[config.mk]
export PLATFORM = sky130hd
export DESIGN_NAME = pll_lock_sequencer
export DESIGN_NICKNAME = d
export VERILOG_FILES = /design/src/rtl/pll_seq_pkg.sv /design/src/rtl/sync_2ff.sv /design/src/rtl/pll_lock_sequencer.sv
export SDC_FILE = /design/constraint.sdc
export NUM_CORES = 1
export LEC_CHECK = 0
export BUFFER_PORTS_ARGS = -buffer_cell sky130_fd_sc_hd__buf_2
export CORE_UTILIZATION = 55
export CTS_BUF_LIST = sky130_fd_sc_hd__clkbuf_8
export DETAILED_ROUTE_END_ITERATION = 10
export GPL_TIMING_DRIVEN = 0
export PLACE_DENSITY = 0.72
export SKIP_CTS_REPAIR_TIMING = 1
export SLEW_MARGIN = 25
export SYNTH_ARGS = -nofsm -noshare
export SYNTH_HDL_FRONTEND = slang
export SYNTH_HIERARCHICAL = 1
export SYNTH_SLANG_ARGS = --single-unit
[constraint.sdc]
create_clock -name i_clk -period 2.9 [get_ports i_clk]
set_input_delay 0.435 -clock i_clk [delete_from_list [all_inputs] [get_ports i_clk]]
set_output_delay 0.435 -clock i_clk [all_outputs]
set_load 0.01 [all_outputs]
[src/rtl/pll_seq_pkg.sv]
// Shared types and sizing helpers for the PLL lock sequencer.
//   pll_state_e   : sequencer FSM state (encoding is visible on the debug port)
//   cyc_cnt_width : width of the shared cycle counter for a given set of limits
package pll_seq_pkg;

    typedef enum logic [1:0] {
        RESET_PLL = 2'd0,
        WAIT_LOCK = 2'd1,
        RELEASE   = 2'd2,
        RUN       = 2'd3
    } pll_state_e;

    // One extra bit so the counter can hold the limit value itself (e.g. 4096).
    function automatic int unsigned cyc_cnt_width(input int unsigned timeout,
                                                  input int unsigned rst_cycles,
                                                  input int unsigned stagger);
        int unsigned m;
        m = timeout;
        if (rst_cycles > m) m = rst_cycles;
        if (stagger > m) m = stagger;
        return $clog2(m) + 1;
    endfunction

    localparam int unsigned CYC_CNT_W = cyc_cnt_width(4096, 16, 8);

endpackage

[src/rtl/sync_2ff.sv]
// Two-flop synchronizer for an asynchronous single-bit status input.
// Ports:
//   i_clk   : destination clock
//   i_clr_n : synchronous active-low clear of both flops
//   i_d     : asynchronous input
//   o_q     : synchronized output (2 cycles of latency)
module sync_2ff (
    input  logic i_clk,
    input  logic i_clr_n,
    input  logic i_d,
    output logic o_q
);

    logic r_meta;
    logic r_sync;

    always_ff @(posedge i_clk) begin
        if (!i_clr_n) begin
            r_meta <= 1'b0;
            r_sync <= 1'b0;
        end else begin
            r_meta <= i_d;
            r_sync <= r_meta;
        end
    end

    assign o_q = r_sync;

endmodule

[src/rtl/pll_lock_sequencer.sv]
// PLL reset and staggered domain-reset sequencer.
// Pulses the PLL reset, waits for a stable synchronized LOCKED, then releases the
// per-domain active-low resets one by one. Lock loss re-asserts everything and
// restarts the PLL.
// Ports:
//   i_clk          : reference clock (also the PLL input clock)
//   i_cpu_reset_n  : synchronous active-low board reset
//   i_pll_locked   : PLL LOCKED, asynchronous to i_clk
//   o_pll_rst      : PLL RST, active-high
//   o_dom_rst_n    : per-domain active-low resets, bit 0 released first
//   o_ready        : all domains released and lock held
//   o_relock_count : saturating count of lock losses after release started
//   o_state        : current FSM state, for debug
module pll_lock_sequencer
    import pll_seq_pkg::*;
#(
    parameter int unsigned NUM_DOMAINS        = 3,
    parameter int unsigned PLL_RST_CYCLES     = 16,
    parameter int unsigned LOCK_STABLE_CYCLES = 64,
    parameter int unsigned LOCK_TIMEOUT       = 4096,
    parameter int unsigned STAGGER_CYCLES     = 8,
    parameter int unsigned CNT_W              = 8
) (
    input  logic                   i_clk,
    input  logic                   i_cpu_reset_n,
    input  logic                   i_pll_locked,
    output logic                   o_pll_rst,
    output logic [NUM_DOMAINS-1:0] o_dom_rst_n,
    output logic                   o_ready,
    output logic [CNT_W-1:0]       o_relock_count,
    output logic [1:0]             o_state
);

    localparam int unsigned CW = cyc_cnt_width(LOCK_TIMEOUT, PLL_RST_CYCLES, STAGGER_CYCLES);

    localparam logic [CW-1:0]    RST_LAST   = CW'(PLL_RST_CYCLES - 1);
    localparam logic [CW-1:0]    STAG_LAST  = CW'(STAGGER_CYCLES - 1);
    localparam logic [CW-1:0]    TIMEOUT    = CW'(LOCK_TIMEOUT);
    localparam logic [CW-1:0]    STABLE     = CW'(LOCK_STABLE_CYCLES);
    localparam logic [CNT_W-1:0] RELOCK_MAX = '1;

    pll_state_e             r_state,  w_state_d;
    logic [CW-1:0]          r_cnt,    w_cnt_d;
    logic [CW-1:0]          r_stab,   w_stab_d;
    logic [NUM_DOMAINS-1:0] r_dom,    w_dom_d;
    logic [CNT_W-1:0]       r_relock, w_relock_d;
    logic                   r_pll_rst, w_pll_rst_d;
    logic                   r_ready,   w_ready_d;
    logic [NUM_DOMAINS:0]   w_shift;
    logic                   w_locked_s;
    logic                   w_sync_clr_n;

    // LOCKED means nothing while the PLL is held in reset, so the synchronizer is
    // kept clear then; stability is always measured from the PLL reset release.
    assign w_sync_clr_n = i_cpu_reset_n & (r_state != RESET_PLL);

    sync_2ff u_lock_sync (
        .i_clk   (i_clk),
        .i_clr_n (w_sync_clr_n),
        .i_d     (i_pll_locked),
        .o_q     (w_locked_s)
    );

    always_ff @(posedge i_clk) begin
        if (!i_cpu_reset_n) begin
            r_state   <= RESET_PLL;
            r_cnt     <= '0;
            r_stab    <= '0;
            r_dom     <= '0;
            r_relock  <= '0;
            r_pll_rst <= 1'b1;
            r_ready   <= 1'b0;
        end else begin
            r_state   <= w_state_d;
            r_cnt     <= w_cnt_d;
            r_stab    <= w_stab_d;
            r_dom     <= w_dom_d;
            r_relock  <= w_relock_d;
            r_pll_rst <= w_pll_rst_d;
            r_ready   <= w_ready_d;
        end
    end

    always_comb begin
        w_state_d  = r_state;
        w_cnt_d    = r_cnt + 1'b1;
        w_stab_d   = '0;
        w_dom_d    = r_dom;
        w_relock_d = r_relock;
        // Shift a one in from the bottom to release the next domain in index order.
        w_shift    = {r_dom, 1'b1};

        unique case (r_state)
            RESET_PLL: begin
                w_dom_d = '0;
                if (r_cnt == RST_LAST) begin
                    w_state_d = WAIT_LOCK;
                    w_cnt_d   = '0;
                end
            end
            WAIT_LOCK: begin
                w_stab_d = w_locked_s ? (r_stab + 1'b1) : '0;
                // Stability is tested first so it wins a tie with the timeout.
                if (w_stab_d == STABLE) begin
                    w_state_d = RELEASE;
                    w_cnt_d   = '0;
                    w_dom_d   = NUM_DOMAINS'(1);
                end else if (w_cnt_d == TIMEOUT) begin
                    w_state_d = RESET_PLL;
                    w_cnt_d   = '0;
                end
            end
            RELEASE: begin
                if (!w_locked_s) begin
                    w_state_d = RESET_PLL;
                    w_cnt_d   = '0;
                    w_dom_d   = '0;
                    if (r_relock != RELOCK_MAX) w_relock_d = r_relock + 1'b1;
                end else if (&r_dom) begin
                    w_state_d = RUN;
                    w_cnt_d   = '0;
                end else if (r_cnt == STAG_LAST) begin
                    w_dom_d = w_shift[NUM_DOMAINS-1:0];
                    w_cnt_d = '0;
                end
            end
            RUN: begin
                w_cnt_d = '0;
                if (!w_locked_s) begin
                    w_state_d = RESET_PLL;
                    w_dom_d   = '0;
                    if (r_relock != RELOCK_MAX) w_relock_d = r_relock + 1'b1;
                end
            end
        endcase

        w_pll_rst_d = (w_state_d == RESET_PLL);
        w_ready_d   = (w_state_d == RUN);
    end

    assign o_pll_rst      = r_pll_rst;
    assign o_dom_rst_n    = r_dom;
    assign o_ready        = r_ready;
    assign o_relock_count = r_relock;
    assign o_state        = r_state;

endmodule

==> qor.txt <==
Share of cells above drive strength 1 = 11.7%
DIE AREA = 4320 um^2
Synthesized area per cell = 8.49 um^2
Crit Path Category = reg -> reg
PortBufs = 17
Worst skew pair latency = 0.29 ns
Fin nets = 299
Post-Syn Nets = 273
Cts bufs inserted = 5
Top post-synthesis cells by area = dfxtp_1 39%, xnor2_1 9.4%, nor2_1 6.2%
Area grow syn2layout = 12.4%
Pwr/cell area = 437 nW/um^2
Gp weighted congestion = 0.808
Fin crit share = 93.2%
Element type at the critical path end = register
Largest net degree at the start of global routing = 14
Total GRT Usage = 21.2%
# placed instances = 328
Detailed Route WL = 4270 um
Synth Flop Type = dfxtp_1
Relative slew slack = 60.5%
Final non-filler cell total = 338
Final Hold Viols = 0
Setup crit start kind = register
Die width = 65.7 um
Via count = 1826
Max clock buf depth = 2
Leak = 0.000924 uW
Synth top area share = 38.6%
Slew Limit Fails = 0
Largest fanout on the critical path = 10
Reg power frac = 54.4%
Seq/Total Area, Yosys = 38.6%
FMAX = 370 MHz
Max Cap Viol = 0
Clk pwr share = 43.7%
Comb pwr share = 1.9%
Vias per cell = 5.40
Internal = 880 uW
Syn Inst Count = 263
Setup TNS = 0 ns
Post-route ant nets = 0
Post-synth EDFFs = 0
Hold wc startpoint = i_pll_locked
Root Driver = clkbuf_8
Clk sinks = 43
Core area = 3770 um^2
Yosys reg bits = 43
Vias in the first global route = 1622
Worst Max-Slew Pin Slew = 0.588 ns
Router iterations before antenna repair = 4
Mean routed wirelength per cell = 12.6 um
Hold WS = 0.370 ns
Initial antenna violation count = 0
R2R Path Start = r_stab[0]
Ports = 18
Chip Height = 65.7 um
Switching part of the total = 19.8%
Count of final setup violators = 0
VDD IR max = 374 uV
Syn. warnings = 6
Dominant cell type by area after synthesis = dfxtp_1
Gr ovfl total = 0
Antenna cells = 0
Starting density of the core = 59.2%
Final Skew = 0.00566 ns
Worst setup startpoint = r_stab[0]
Core Util, Final = 66.6%
Unrepaired setup endpoints after global routing = no
Site Rows = 22
Critical Path RT = 3.09 ns
Drt drc = 0
Detailed Place HPWL = 3090 um
Outcome = complete, no violations
Iter 0 DRT Violations = 78
CP arrival = 2.89 ns
First-pass GRT wire length = 7120 um
CTS tree = done
Clock transition at path regs = 0.08 ns
Hold Crit Class = in -> reg
Final min period = 2.70 ns
Async S/R FF share, synth = 0%
Net switching power = 217 uW
Unique masters post-synth = 46
Post-Syn Area = 2230 um^2
CTS HTree Levels = 2
==> metal layers <==
metal	share of wire, %	vias up	GRT usage, %
li1	-	957	-
met1	51	841	28.5
met2	46	22	34.1
met3	2.6	6	4.69
met4	0.73	0	4.89
met5	0	-	0
==> layout by cell type, fill, tap and decap left out, types with 2 or more instances in the layout <==
cell type / n
a21boi_0: 3
a21oi_1: 2
and2_1: 10
and3_1: 9
buf_2: 19
buf_4: 2
clkbuf_1: 7
clkbuf_8: 6
dfxtp_1: 43
ha_1: 7
inv_1: 9
mux2i_1: 6
nand2_1: 19
nand2b_1: 2
nand3_1: 18
nand4_1: 7
nor2_1: 37
nor2b_1: 3
nor3_1: 8
nor3b_1: 2
o211ai_1: 3
o21ai_0: 7
o311ai_0: 2
or3_1: 3
or4_1: 2
xnor2_1: 24
xor2_1: 7
==> registers in the layout, summed over array words and instances, names as in the netlist <==
register            flops
r_cnt                  13
o_pll_rst               1
u_lock_sync/r_meta      1
o_relock_count          8
r_stab                 13
u_lock_sync/o_q         1
o_state                 2
o_dom_rst_n             3
o_ready                 1
==> per-stage QoR <==
step	total power, uW	instance area [um^2]	setup slack [ns]
3_5_place_dp	631	2380	0.111
3_3_place_gp	631	2380	0.123
2_1_floorplan	624	2230	0.435
6_report	1100	2510	0.198
5_1_grt	1140	2510	0.000610
4_1_cts	1110	2490	0.102
==> power groups by stage <==
| stage | registers [uW] | clock network, uW | logic, uW |
|---|---|---|---|
| floorplan | 610 | 0 | 14.0 |
| global placement | 611 | 0 | 19.8 |
| detailed placement | 611 | 0 | 20.8 |
| CTS | 597 | 493 | 20.8 |
| global route | 597 | 519 | 22.7 |
| finish | 597 | 480 | 20.5 |
==> cell families (layout without fill, tap and decap cells) <==
kind of cell	after synthesis	after routing	synth area share [%]
flip-flops	43	43	38.6
multiplexers	6	6	2.69
buffers and inverters	20	47	3.87
AO/OA/AOI/OAI	31	31	10.6
adder cells (fa/ha/maj)	7	7	3.92
XOR/XNOR	31	31	12.2
AND/OR/NAND/NOR	125	125	28.2
==> worst max-delay path, cell delays in order, from the launching register on <==
cell      delay [ns]
dfxtp_1         0.41
ha_1            0.29
nand4_1         0.18
or4_1           0.49
o311ai_0        0.12
o211ai_1        0.22
o211a_1         0.29
o311ai_4        0.34
buf_6           0.20
nor2_1          0.06
==> layout make-up <==
class	count	area, um^2
clock buffers	6	82.6
plain buffers	11	52.6
multi-input cells	200	1280
fillers	313	1260
repair buffers	19	100
clock inverters	2	35.0
inverters	9	33.8
well taps	48	60.1
flip-flops and latches	43	861
==> synthesized netlist by cell type, types with 2 or more instances <==
cell	instances
nor3_1	8
xnor2_1	24
or4_1	2
ha_1	7
nor3b_1	2
and3_1	9
a21oi_1	2
nand2_1	19
o211ai_1	3
inv_1	9
a21boi_0	3
nor2b_1	3
clkbuf_1	7
nand3_1	18
o311ai_0	2
buf_2	2
dfxtp_1	43
nand2b_1	2
o21ai_0	7
nor2_1	37
mux2i_1	6
xor2_1	7
nand4_1	7
and2_1	10
or3_1	3
==> final timing paths <==
path	to	slack, ns	cells after the start
setup / recovery	r_cnt[5]	0.20	9
hold / removal	u_lock_sync/r_meta	0.37	2
setup reg to reg	r_cnt[5]	0.20	9
hold reg to reg	u_lock_sync/o_q	0.45	1
No activity file was read; power rests on OpenSTA's default activity.
